[src/rtl/player_grid_mover_pkg.sv]
// -----------------------------------------------------------------------------
// player_pkg
//   Shared types for the overworld player movement engine.
//   - facing_t      : sprite facing, encoded as the renderer expects
//                     (0=down, 1=up, 2=left, 3=right)
//   - mover_state_t : movement FSM states
//   - TILE_PX_DEFAULT : default tile edge in pixels
// -----------------------------------------------------------------------------
package player_pkg;

   typedef enum logic [1:0] {
      DIR_DOWN  = 2'd0,
      DIR_UP    = 2'd1,
      DIR_LEFT  = 2'd2,
      DIR_RIGHT = 2'd3
   } facing_t;

   typedef enum logic [1:0] {
      IDLE  = 2'd0,
      QUERY = 2'd1,
      WALK  = 2'd2
   } mover_state_t;

   localparam int TILE_PX_DEFAULT = 16;

endpackage

[src/rtl/player_grid_mover_if.sv]
// -----------------------------------------------------------------------------
// player_grid_mover_if
//   Collision lookup handshake between the mover and the tile-map lookup.
//   coll_req      : query valid, held with a stable coll_col/coll_row
//   coll_col/row  : target tile being asked about
//   coll_ack      : single-cycle response valid
//   coll_blocked  : target impassable, meaningful only with coll_ack
//   Modports: master = mover (issues queries), slave = lookup (answers).
// -----------------------------------------------------------------------------
interface player_grid_mover_if #(
   parameter int COL_W = 6,
   parameter int ROW_W = 6
);
   logic             coll_req;
   logic [COL_W-1:0] coll_col;
   logic [ROW_W-1:0] coll_row;
   logic             coll_ack;
   logic             coll_blocked;

   modport master (
      output coll_req, coll_col, coll_row,
      input  coll_ack, coll_blocked
   );

   modport slave (
      input  coll_req, coll_col, coll_row,
      output coll_ack, coll_blocked
   );
endinterface

[src/rtl/player_grid_mover_dir_arbiter.sv]
// -----------------------------------------------------------------------------
// dir_arbiter
//   Combinational direction select and target tile computation.
//   Priority up > down > left > right.
//   Inputs : up/down/left/right buttons, current tile cur_col/cur_row
//   Outputs: any_dir   - at least one button held
//            dir       - selected facing
//            tgt_col/row - neighbouring tile in that direction
//            in_bounds - target lies inside the map (0 when no button)
// -----------------------------------------------------------------------------
module dir_arbiter
   import player_pkg::*;
#(
   parameter int MAP_COLS = 64,
   parameter int MAP_ROWS = 48,
   parameter int COL_W    = 6,
   parameter int ROW_W    = 6
) (
   input  logic             up,
   input  logic             down,
   input  logic             left,
   input  logic             right,
   input  logic [COL_W-1:0] cur_col,
   input  logic [ROW_W-1:0] cur_row,
   output logic             any_dir,
   output facing_t          dir,
   output logic [COL_W-1:0] tgt_col,
   output logic [ROW_W-1:0] tgt_row,
   output logic             in_bounds
);

   // NOTE: every output gets a default before the priority chain so that no
   // path leaves a value unassigned, which would otherwise infer a latch.
   always_comb begin
      any_dir   = up | down | left | right;
      dir       = DIR_DOWN;
      tgt_col   = cur_col;
      tgt_row   = cur_row;
      in_bounds = 1'b0;
      // Edge tests happen before the +/-1 so the target never wraps into
      // the opposite side of the map.
      if (up) begin
         dir       = DIR_UP;
         in_bounds = (cur_row != '0);
         tgt_row   = cur_row - ROW_W'(1);
      end else if (down) begin
         dir       = DIR_DOWN;
         in_bounds = (cur_row != ROW_W'(MAP_ROWS - 1));
         tgt_row   = cur_row + ROW_W'(1);
      end else if (left) begin
         dir       = DIR_LEFT;
         in_bounds = (cur_col != '0);
         tgt_col   = cur_col - COL_W'(1);
      end else if (right) begin
         dir       = DIR_RIGHT;
         in_bounds = (cur_col != COL_W'(MAP_COLS - 1));
         tgt_col   = cur_col + COL_W'(1);
      end
   end

endmodule

[src/rtl/player_grid_mover.sv]
// -----------------------------------------------------------------------------
// player_grid_mover
//   Smooth tile-grid player movement. On a frame tick in IDLE the held
//   direction turns the player; if the neighbouring tile is on the map the
//   collision lookup is queried, and a passable answer starts a walk of
//   STEP_PX pixels per frame until the whole tile is covered.
//   Ports:
//     vclk, reset        : pixel clock, synchronous active-high reset
//     hcount, vcount     : raster position; (0,0) is the frame tick
//     up/down/left/right : held direction buttons
//     coll               : collision lookup handshake (master side)
//     player_x/player_y  : sprite top-left in pixels
//     facing             : 0=down 1=up 2=left 3=right
//     moving             : high while walking
//     anim_frame         : walk cycle index
// -----------------------------------------------------------------------------
module player_grid_mover
   import player_pkg::*;
#(
   parameter int TILE_PX     = TILE_PX_DEFAULT,
   parameter int STEP_PX     = 2,
   parameter int MAP_COLS    = 64,
   parameter int MAP_ROWS    = 48,
   parameter int START_COL   = 0,
   parameter int START_ROW   = 5,
   parameter int ACK_TIMEOUT = 15
) (
   input  logic                vclk,
   input  logic                reset,
   input  logic [10:0]         hcount,
   input  logic [9:0]          vcount,
   input  logic                up,
   input  logic                down,
   input  logic                left,
   input  logic                right,
   player_grid_mover_if.master coll,
   output logic [10:0]         player_x,
   output logic [9:0]          player_y,
   output logic [1:0]          facing,
   output logic                moving,
   output logic [1:0]          anim_frame
);

   localparam int COL_W      = $clog2(MAP_COLS);
   localparam int ROW_W      = $clog2(MAP_ROWS);
   localparam int TILE_SHIFT = $clog2(TILE_PX);
   // Frames per animation frame: four animation frames span two tiles.
   localparam int ANIM_TICKS = (TILE_PX / (2 * STEP_PX) > 0) ? TILE_PX / (2 * STEP_PX) : 1;
   localparam int ACW        = (ANIM_TICKS > 1) ? $clog2(ANIM_TICKS) : 1;
   localparam int TOW        = $clog2(ACK_TIMEOUT + 1);

   localparam logic [10:0] STEP_X  = 11'(STEP_PX);
   localparam logic [9:0]  STEP_Y  = 10'(STEP_PX);
   localparam logic [10:0] START_X = 11'(START_COL) << TILE_SHIFT;
   localparam logic [9:0]  START_Y = 10'(START_ROW) << TILE_SHIFT;

   mover_state_t     state_q, state_d;
   facing_t          facing_q, facing_d;
   logic [COL_W-1:0] col_q, col_d, tgt_col_q, tgt_col_d;
   logic [ROW_W-1:0] row_q, row_d, tgt_row_q, tgt_row_d;
   logic [10:0]      x_q, x_d;
   logic [9:0]       y_q, y_d;
   logic [1:0]       anim_q, anim_d;
   logic [ACW-1:0]   anim_cnt_q, anim_cnt_d;
   logic [TOW-1:0]   to_cnt_q, to_cnt_d;

   logic             frame_tick;
   logic             arb_any, arb_ok;
   facing_t          arb_dir;
   logic [COL_W-1:0] arb_col;
   logic [ROW_W-1:0] arb_row;
   logic [10:0]      tgt_x;
   logic [9:0]       tgt_y;

   assign frame_tick = (hcount == '0) && (vcount == '0);
   assign tgt_x      = 11'(tgt_col_q) << TILE_SHIFT;
   assign tgt_y      = 10'(tgt_row_q) << TILE_SHIFT;

   dir_arbiter #(
      .MAP_COLS (MAP_COLS),
      .MAP_ROWS (MAP_ROWS),
      .COL_W    (COL_W),
      .ROW_W    (ROW_W)
   ) u_dir_arbiter (
      .up        (up),
      .down      (down),
      .left      (left),
      .right     (right),
      .cur_col   (col_q),
      .cur_row   (row_q),
      .any_dir   (arb_any),
      .dir       (arb_dir),
      .tgt_col   (arb_col),
      .tgt_row   (arb_row),
      .in_bounds (arb_ok)
   );

   // NOTE: sequential state uses non-blocking assignments so every register
   // samples the values from before this edge; the combinational block below
   // uses blocking assignments so later lines see the freshly computed x_d/y_d.
   always_ff @(posedge vclk) begin
      if (reset) begin
         state_q    <= IDLE;
         facing_q   <= DIR_DOWN;
         col_q      <= COL_W'(START_COL);
         row_q      <= ROW_W'(START_ROW);
         tgt_col_q  <= COL_W'(START_COL);
         tgt_row_q  <= ROW_W'(START_ROW);
         x_q        <= START_X;
         y_q        <= START_Y;
         anim_q     <= '0;
         anim_cnt_q <= '0;
         to_cnt_q   <= '0;
      end else begin
         state_q    <= state_d;
         facing_q   <= facing_d;
         col_q      <= col_d;
         row_q      <= row_d;
         tgt_col_q  <= tgt_col_d;
         tgt_row_q  <= tgt_row_d;
         x_q        <= x_d;
         y_q        <= y_d;
         anim_q     <= anim_d;
         anim_cnt_q <= anim_cnt_d;
         to_cnt_q   <= to_cnt_d;
      end
   end

   always_comb begin
      state_d    = state_q;
      facing_d   = facing_q;
      col_d      = col_q;
      row_d      = row_q;
      tgt_col_d  = tgt_col_q;
      tgt_row_d  = tgt_row_q;
      x_d        = x_q;
      y_d        = y_q;
      anim_d     = anim_q;
      anim_cnt_d = anim_cnt_q;
      to_cnt_d   = to_cnt_q;

      case (state_q)
         IDLE: begin
            // Turning happens even when the target is off the map.
            if (frame_tick && arb_any) begin
               facing_d = arb_dir;
               if (arb_ok) begin
                  tgt_col_d = arb_col;
                  tgt_row_d = arb_row;
                  to_cnt_d  = '0;
                  state_d   = QUERY;
               end
            end
         end

         QUERY: begin
            // The ack is tested first so an ack on the final waiting cycle
            // still wins over the timeout.
            if (coll.coll_ack) begin
               to_cnt_d = '0;
               if (!coll.coll_blocked) begin
                  col_d      = tgt_col_q;
                  row_d      = tgt_row_q;
                  anim_d     = '0;
                  anim_cnt_d = '0;
                  state_d    = WALK;
               end else begin
                  state_d = IDLE;
               end
            end else if (to_cnt_q == TOW'(ACK_TIMEOUT - 1)) begin
               to_cnt_d = '0;
               state_d  = IDLE;
            end else begin
               to_cnt_d = to_cnt_q + TOW'(1);
            end
         end

         WALK: begin
            if (frame_tick) begin
               case (facing_q)
                  DIR_UP:    y_d = y_q - STEP_Y;
                  DIR_DOWN:  y_d = y_q + STEP_Y;
                  DIR_LEFT:  x_d = x_q - STEP_X;
                  default:   x_d = x_q + STEP_X;
               endcase
               if (x_d == tgt_x && y_d == tgt_y) begin
                  anim_d     = '0;
                  anim_cnt_d = '0;
                  state_d    = IDLE;
               end else if (anim_cnt_q == ACW'(ANIM_TICKS - 1)) begin
                  anim_cnt_d = '0;
                  anim_d     = anim_q + 2'd1;
               end else begin
                  anim_cnt_d = anim_cnt_q + ACW'(1);
               end
            end
         end

         default: state_d = IDLE;
      endcase
   end

   assign coll.coll_req = (state_q == QUERY);
   assign coll.coll_col = tgt_col_q;
   assign coll.coll_row = tgt_row_q;
   assign player_x      = x_q;
   assign player_y      = y_q;
   assign facing        = facing_q;
   assign moving        = (state_q == WALK);
   assign anim_frame    = anim_q;

endmodule

[src/flat_wrapper.sv]
// flat-port wrapper written by rule: the top's interface ports become plain ports
module player_grid_mover_flat import player_pkg::*;
#(
   parameter int TILE_PX     = TILE_PX_DEFAULT,
   parameter int STEP_PX     = 2,
   parameter int MAP_COLS    = 64,
   parameter int MAP_ROWS    = 48,
   parameter int START_COL   = 0,
   parameter int START_ROW   = 5,
   parameter int ACK_TIMEOUT = 15
)
  (vclk, reset, hcount, vcount, up, down, left, right, player_x, player_y, facing, moving, anim_frame, coll_coll_req, coll_coll_col, coll_coll_row, coll_coll_ack, coll_coll_blocked);
  player_grid_mover_if #(.COL_W(6), .ROW_W(6)) coll_i ();
  input  logic vclk;
  input  logic reset;
  input  logic [10:0] hcount;
  input  logic [9:0] vcount;
  input  logic up;
  input  logic down;
  input  logic left;
  input  logic right;
  output logic [10:0] player_x;
  output logic [9:0] player_y;
  output logic [1:0] facing;
  output logic moving;
  output logic [1:0] anim_frame;
  output wire logic [$bits(coll_i.coll_req)-1:0] coll_coll_req;
  output wire logic [$bits(coll_i.coll_col)-1:0] coll_coll_col;
  output wire logic [$bits(coll_i.coll_row)-1:0] coll_coll_row;
  input wire logic [$bits(coll_i.coll_ack)-1:0] coll_coll_ack;
  input wire logic [$bits(coll_i.coll_blocked)-1:0] coll_coll_blocked;
  assign coll_coll_req = coll_i.coll_req;
  assign coll_coll_col = coll_i.coll_col;
  assign coll_coll_row = coll_i.coll_row;
  assign coll_i.coll_ack = coll_coll_ack;
  assign coll_i.coll_blocked = coll_coll_blocked;
  player_grid_mover #(.TILE_PX(TILE_PX), .STEP_PX(STEP_PX), .MAP_COLS(MAP_COLS), .MAP_ROWS(MAP_ROWS), .START_COL(START_COL), .START_ROW(START_ROW), .ACK_TIMEOUT(ACK_TIMEOUT)) u_core (.vclk(vclk), .reset(reset), .hcount(hcount), .vcount(vcount), .up(up), .down(down), .left(left), .right(right), .coll(coll_i), .player_x(player_x), .player_y(player_y), .facing(facing), .moving(moving), .anim_frame(anim_frame));
endmodule
[config.mk]
export PLATFORM = sky130hd
export DESIGN_NAME = player_grid_mover_flat
export DESIGN_NICKNAME = d
export VERILOG_FILES = /design/src/rtl/player_grid_mover_pkg.sv /design/src/rtl/player_grid_mover_if.sv /design/src/rtl/player_grid_mover_dir_arbiter.sv /design/src/rtl/player_grid_mover.sv /design/src/flat_wrapper.sv
export SDC_FILE = /design/constraint.sdc
export NUM_CORES = 1
export LEC_CHECK = 0
export CAP_MARGIN = 20
export CORE_UTILIZATION = 37
export DETAILED_ROUTE_END_ITERATION = 12
export GPL_ROUTABILITY_DRIVEN = 0
export GPL_TIMING_DRIVEN = 1
export SLEW_MARGIN = 20
export SYNTH_ARGS = -nofsm -noshare
export SYNTH_HDL_FRONTEND = slang
export SYNTH_HIERARCHICAL = 1
export SYNTH_SLANG_ARGS = --single-unit
[constraint.sdc]
create_clock -name vclk -period 8.2 [get_ports vclk]
set_input_delay 1.23 -clock vclk [delete_from_list [all_inputs] [get_ports vclk]]
set_output_delay 1.23 -clock vclk [all_outputs]
set_load 0.03 [all_outputs]
==> results of run 1 <==
[sequential cells by signal, summed over array words and instances, names as in the netlist]
register / cells
u_core/anim_cnt_q: 2
u_core/anim_frame: 2
u_core/col_q: 6
u_core/coll.coll_col: 6
u_core/coll.coll_row: 6
u_core/facing: 2
u_core/player_x: 10
u_core/player_y: 9
u_core/row_q: 6
u_core/state_q: 2
u_core/to_cnt_q: 4
[layout by cell type, fill, tap and decap left out, types with 3 or more instances in the layout]
| cell | netlist | layout |
|---|---|---|
| mux2i_1 | 19 | 19 |
| nand3b_1 | 7 | 7 |
| nor2b_1 | 5 | 5 |
| a32oi_1 | 3 | 3 |
| or3_1 | 9 | 9 |
| nand4_1 | 7 | 7 |
| ha_1 | 21 | 21 |
| nor3b_1 | 5 | 5 |
| o21a_1 | 4 | 4 |
| xor2_1 | 22 | 22 |
| o21ai_0 | 18 | 18 |
| clkdlybuf4s50_1 | 0 | 64 |
| dfxtp_1 | 55 | 55 |
| clkbuf_8 | 0 | 5 |
| nor3_1 | 16 | 16 |
| nand3_1 | 14 | 14 |
| a21oi_1 | 36 | 36 |
| o211ai_1 | 3 | 3 |
| a211o_1 | 6 | 6 |
| nand4b_1 | 3 | 3 |
| or2_2 | 3 | 3 |
| nand2b_1 | 10 | 10 |
| a211oi_1 | 3 | 3 |
| nand2_1 | 54 | 54 |
| or4_1 | 5 | 5 |
| nor2_1 | 59 | 59 |
| xnor2_1 | 20 | 20 |
| o22ai_1 | 3 | 3 |
| nor4_1 | 11 | 11 |
| inv_1 | 16 | 16 |
[cell families after synthesis]
kind of cell	synth area share
xor+xnor	0.0916
other cells	0.000934
simple gates	0.286
fa+ha+maj	0.0704
mux	0.0567
buf+inv	0.0480
flops	0.274
compound gates	0.172
[through the flow]
stage | hold slack, ns | total power [mW] | util | setup WS, ns | cells
after global routing | 0.512 | 0.543 | 0.464 | 3.78 | 691
after global placement | 0.446 | 0.328 | 0.452 | 3.76 | 683
after floorplan | 0.436 | 0.308 | - | 4.58 | 509
after detailed placement | 0.459 | 0.328 | 0.452 | 3.64 | 683
final | 0.477 | 0.518 | 0.464 | 4.01 | 691
after CTS | 0.475 | 0.527 | 0.464 | 3.99 | 691
[cell usage after synthesis, types with 11 or more instances]
cell type	n	share of area
inv_1	16	0.015
mux2i_1	19	0.047
nor3_1	16	0.020
nand3_1	14	0.017
xor2_1	22	0.048
xnor2_1	20	0.044
ha_1	21	0.065
nand2_1	54	0.050
o21ai_0	18	0.022
nor4_1	11	0.017
clkbuf_1	20	0.019
dfxtp_1	55	0.27
a21oi_1	36	0.045
nor2_1	59	0.055
[final timing paths]
kind         cells past startpoint                   end  slack [ns]
min                              2  u_core/anim_cnt_q[1]        0.48
max                              8    u_core/to_cnt_q[2]        4.01
min reg2reg                      2  u_core/anim_cnt_q[1]        0.48
max reg2reg                     11     u_core/state_q[1]        4.31
[metal layers]
metal | wire length (um) | track usage | vias to the layer above
li1 | - | - | 1886
met1 | 4910 | 0.244 | 1756
met2 | 4910 | 0.326 | 69
met3 | 375 | 0.0251 | 10
met4 | 141 | 0.0605 | 0
met5 | 0 | 0 | -
[final cells by class]
cell class	count	area, um^2	area share
Multi-Input combinational cell	410	2730	0.564
Tap cell	136	170	0.0352
Clock buffer	5	68.8	0.0142
Clock inverter	3	50.0	0.0104
Inverter	16	60.1	0.0124
Sequential cell	55	1100	0.228
Timing Repair Buffer	66	656	0.136
[worst max-delay path: cells and delay by family]
kind / cells / cell delay [ns]
and+or+nand+nor: 5 / 2.23
buffers and inverters: 1 / 0.40
AOI/OAI and AO/OA: 2 / 0.57
[power by group through the flow]
stage	clock network (mW)	registers (mW)	logic (mW)
final	0.196	0.270	0.0523
after global routing	0.216	0.270	0.0575
after CTS	0.205	0.270	0.0523
after detailed placement	0	0.276	0.0521
after global placement	0	0.276	0.0518
after floorplan	0	0.275	0.0324
==> metrics.md, run 1 <==
| Metric | Value |
|---|---|
| First-pass GRT wire length | `between 15 and 20 mm` |
| Slew margin rel. | `0.391` |
| Max VDD drop | `0.0723 mV` |
| Max-cap check violation count | `0` |
| EDFF count, synth | `0` |
| Ant diodes | `0` |
| Share of cells above drive strength 1 | `0.0541` |
| Pre-Repair DR Iteration Count | `4` |
| Tmin final | `about 4.2 ns` |
| Vias in the first global route | `around 3,600` |
| # DRC | `0` |
| Largest net degree at the start of global routing | `just over 60` |
| Area grow syn2layout | `20.3%` |
| Hold crit path type | `register to register` |
| Fin crit share | `0.511` |
| Post-synth ARST share | `0` |
| Post_cts resized | `0` |
| Port buffer count | `65` |
| CTS sink count | `55` |
| DIE WIDTH | `around 110 um` |
| DR iter-0 viols | `roughly 140` |
| Die area | `~11,000 um^2` |
| Net Sw Frac | `0.253` |
| WL per Instance | `about 15 um` |
| Setup TNS | `0 ns` |
| Final Skew | `0.00997 ns` |
| Detail Route Antenna Nets | `0` |
| Fmax achieved | `239 MHz` |
| Initial Util | `0.385` |
| Worst setup EP type | `register` |
| Row Count | `37` |
| Grt total ovfl | `0` |
| Worst-path fanout max | `15` |
| Synth cell types | `69` |
| Number of I/O pins | `just under 70` |
| Nets@finish | `605` |
| Cts bufs inserted | `5` |
| H-Tree Depth | `2` |
| Final WL | `approximately 10 mm` |
| Slowest-stage cell, CP | `nand4_1` |
| Hold-fix buffer count after cts | `0` |
| Ys Warns | `6` |
| Gate count of the mapped netlist | `a little over 500` |
| DR vias/cell | `roughly 5.4` |
| Clk buf depth | `2` |
| Via count | `~3,700` |
| Critical path arrival | `4.44 ns` |
| Placeable Area | `10,400 um^2` |
| Die Span Y | `approximately 110 um` |
| Clock power frac | `0.378` |
| Logic pwr share | `0.101` |
| Final hold vios | `0` |
| Clock root buffer | `clkbuf_8` |
| DP Area | `around 4700 um^2` |
| Setup bufs post-CTS | `0` |
| CP required | `roughly 8.5 ns` |
| Hold Crit Start | `u_core/anim_cnt_q[1]` |
| Sequential fraction of the synthesis area | `0.274` |
| Internal power | `just under 0.4 mW` |
| Setup Crit Path Kind | `input port to register` |
| Final setup fails | `0` |
| CP cell instances | `clkdlybuf4s50_1 -> or4_1 -> nor4_2 -> nand4_1 -> o21a_1 -> nor2_1 -> nand3b_1 -> a21oi_1` |
| Crit start category | `input port` |
| Number of synthesized register bits | `55` |
| Synth Flop Type | `dfxtp_1` |
| Fill cells | `1,043` |
| Antenna violations before repair | `0` |
| Clock-pin slew on the worst setup and hold paths | `around 0.11 ns` |
| RSZ-0062 raised after global routing | `false` |
| Fin. max-slew vios | `0` |
| GRT Total Usage | `0.190` |
| R2R Path Start | `u_core/facing[0]` |
| Status | `completed` |
| Clock Latency Late Sink | `between 0.3 and 0.4 ns` |
| Critical Path Source | `hcount[3]` |
| Cell Pwr Density | `about 110 nW/um^2` |
| Seq pwr share | `0.521` |
| Synth Cell Area | `roughly 4000 um^2` |
| CTS tree | `yes` |
| Sw Pwr | `about 0.13 mW` |
| Least-Margin Pin Slew | `about 0.9 ns` |
| Leakage power | `about 1.9 nW` |
| Fin area | `slightly below 5000 um^2` |
| Dpl hpwl | `a little under 8 mm` |
| Avg Cell Area, Syn | `~8 um^2` |
| Largest stage delay on the critical path | `~0.78 ns` |
No activity file was read; power rests on OpenSTA's default activity.
==> run 2: changes to the inputs <==
==> constraint.sdc (replaced) <==
create_clock -name vclk -period 3.7 [get_ports vclk]
set_input_delay 0.555 -clock vclk [delete_from_list [all_inputs] [get_ports vclk]]
set_output_delay 0.555 -clock vclk [all_outputs]
set_load 0.03 [all_outputs]
==> run 2 against run 1 <==
Against the previous run: sequential share of layout area decreased by 0.094 points; count of clock-buffer cells in the layout increased by 1; cell area increased by 0.41%; critical path depth increased by 3; hold slack got worse by 0.015 ns; global-route usage increased by 0.34 points; utilization increased by 0.19 points; routed wire length increased by 3.0%; non-clock buffer count increased by 7; register-to-register slack got worse by 4.0 ns; combinational power increased by 120%.
==> metrics.md, run 2 (synthesis gave the netlist of run 1 again) <==
| Metric | Value |
|---|---|
| Dpl hpwl | `7.95 mm (was 7.77 mm)` |
| Share of cells above drive strength 1 | `0.0641 (was 0.0541)` |
| Status | `completed (unchanged)` |
| Post_cts resized | `0 (unchanged)` |
| Max FFs per register | `10 (unchanged)` |
| Crit start category | `register (was input port)` |
| Cts bufs inserted | `5 (unchanged)` |
| Max-cap check violation count | `0 (unchanged)` |
| Worst setup EP type | `register (unchanged)` |
| Cell Pwr Density | `219 nW/um^2 (was 107 nW/um^2)` |
| Row Count | `37 (unchanged)` |
| Setup bufs post-CTS | `0 (unchanged)` |
| Antenna violations before repair | `0 (unchanged)` |
| Setup Crit Path Kind | `register to register (was input port to register)` |
| # DRC | `0 (unchanged)` |
| Final Skew | `0.0145 ns (was 0.00997 ns)` |
| Largest net degree at the start of global routing | `34 (was 62)` |
| Slew margin rel. | `0.320 (was 0.391)` |
| RSZ-0062 raised after global routing | `false (unchanged)` |
| Clock-pin slew on the worst setup and hold paths | `0.11 ns (about the same)` |
| Worst-path fanout max | `7 (was 15)` |
| Fmax achieved | `297 MHz` |
| Via count | `3,795 (was 3,721)` |
| DR iter-0 viols | `147 (was 143)` |
| Most common cell after layout, fill and taps aside | `clkdlybuf4s50_1 (unchanged)` |
| CTS tree | `yes (unchanged)` |
| Number of I/O pins | `68 (unchanged)` |
| Area grow syn2layout | `20.8% (was 20.3%)` |
| Setup TNS | `0 ns (unchanged)` |
| Final WL | `10.7 mm (was 10.3 mm)` |
| Max VDD drop | `0.168 mV (was 0.0723 mV)` |
| Detail Route Antenna Nets | `0 (unchanged)` |
| Hold-fix buffer count after cts | `0 (unchanged)` |
| Clock Latency Late Sink | `0.32 ns (about the same)` |
| Pre-Repair DR Iteration Count | `4 (unchanged)` |
| Fill cells | `1,038 (was 1,043)` |
| H-Tree Depth | `2 (unchanged)` |
| Leakage power | `1.89 nW (was 1.87 nW)` |
| Placeable Area | `10,400 um^2 (unchanged)` |
| WL per Instance | `15.3 um (was 15.0 um)` |
| Fin. max-slew vios | `0 (unchanged)` |
| Final core utilization | `0.466 (was 0.464)` |
| Initial Util | `0.385 (unchanged)` |
| Least-Margin Pin Slew | `1.02 ns (was 0.910 ns)` |
| Critical path arrival | `3.59 ns (was 4.44 ns)` |
| CP required | `3.92 ns (was 8.45 ns)` |
| CTS sink count | `55 (unchanged)` |
| Tmin final | `between 3 and 4 ns` |
| Nets@finish | `612 (was 605)` |
| DIE WIDTH | `106 um (unchanged)` |
| Fin crit share | `0.911` |
| Clock root buffer | `clkbuf_8 (unchanged)` |
| First-pass GRT wire length | `17.7 mm (was 17.3 mm)` |
| Ant diodes | `0 (unchanged)` |
| Die area | `11,300 um^2 (unchanged)` |
| Highest-count cells in the layout ignoring fill and taps | `clkdlybuf4s50_1, nor2_1, dfxtp_1, nand2_1, a21oi_1 (unchanged)` |
| Clk buf depth | `2 (unchanged)` |
| Vias in the first global route | `3,661 (was 3,562)` |
| Final setup fails | `0 (unchanged)` |
| Final hold vios | `0 (unchanged)` |
| Grt total ovfl | `0 (unchanged)` |
| Port buffer count | `65 (unchanged)` |
| Die Span Y | `106 um (unchanged)` |
| GRT Total Usage | `0.193 (was 0.190)` |
| Hold crit path type | `register to register (unchanged)` |
| DR vias/cell | `5.44 (was 5.38)` |
run 2: changes by cell type in the layout (fill, tap and decap cells not counted), sizes merged:
cell	previous run	this run
buf	2	9
bufinv	1	0
clkbuf	5	6
clkinvlp	0	1
inv	18	17
run 2: where the power goes:
| group | total, mW | switching [mW] | internal, mW |
|---|---|---|---|
| clock | 0.350 | 0.213 | 0.137 |
| sequential | 0.597 | 0.00305 | 0.594 |
| combinational | 0.117 | 0.0631 | 0.0539 |
| total | 1.06 | 0.279 | 0.785 |
run 2: path summary, 6_finish.rpt:
| check | from | end | slack, ns | cells after the start |
|---|---|---|---|---|
| worst max register to register | u_core/facing[0] | u_core/state_q[1] | 0.33 | 11 |
| worst max-delay path | u_core/facing[0] | u_core/state_q[1] | 0.33 | 11 |
| worst min-delay path | u_core/anim_cnt_q[1] | u_core/anim_cnt_q[1] | 0.46 | 2 |
| worst min register to register | u_core/anim_cnt_q[1] | u_core/anim_cnt_q[1] | 0.46 | 2 |
run 2: per-layer routing:
layer	part of all wire	track usage	up-vias
li1	-	-	1905
met1	0.47	0.250	1780
met2	0.48	0.329	93
met3	0.035	0.0337	17
met4	0.016	0.0496	0
met5	0	0	-
run 2: area by class of cell:
type	instances	area, um^2	share of cell area
Clock buffer	6	72.6	0.0150
Clock inverter	2	16.3	0.00335
Inverter	16	60.1	0.0124
Multi-Input combinational cell	410	2730	0.562
Sequential cell	55	1100	0.227
Tap cell	136	170	0.0351
Timing Repair Buffer	73	706	0.145
run 2: critical path, cell delays in order, from the launching register on:
cell	delay, ns
dfxtp_1	0.32
nand2b_1	0.24
xnor2_1	0.19
ha_1	0.25
or4_1	0.40
or4_4	0.44
o32ai_2	0.29
and3b_1	0.21
o32a_1	0.17
o2111ai_2	0.19
o21ai_2	0.25
mux2_4	0.31
run 2: per-stage QoR:
stage / cell area, um^2 / power, mW / worst slack [ns] / std cells / hold slack (ns)
global route: 4850 / 1.11 / 0.0941 / 698 / 0.490
floorplan: 4020 / 0.682 / 0.0827 / 509 / 0.436
finish: 4850 / 1.06 / 0.330 / 698 / 0.461
detailed placement: 4760 / 0.729 / 0.341 / 690 / 0.449
global placement: 4760 / 0.727 / 0.447 / 690 / 0.444
CTS: 4850 / 1.08 / 0.331 / 698 / 0.465
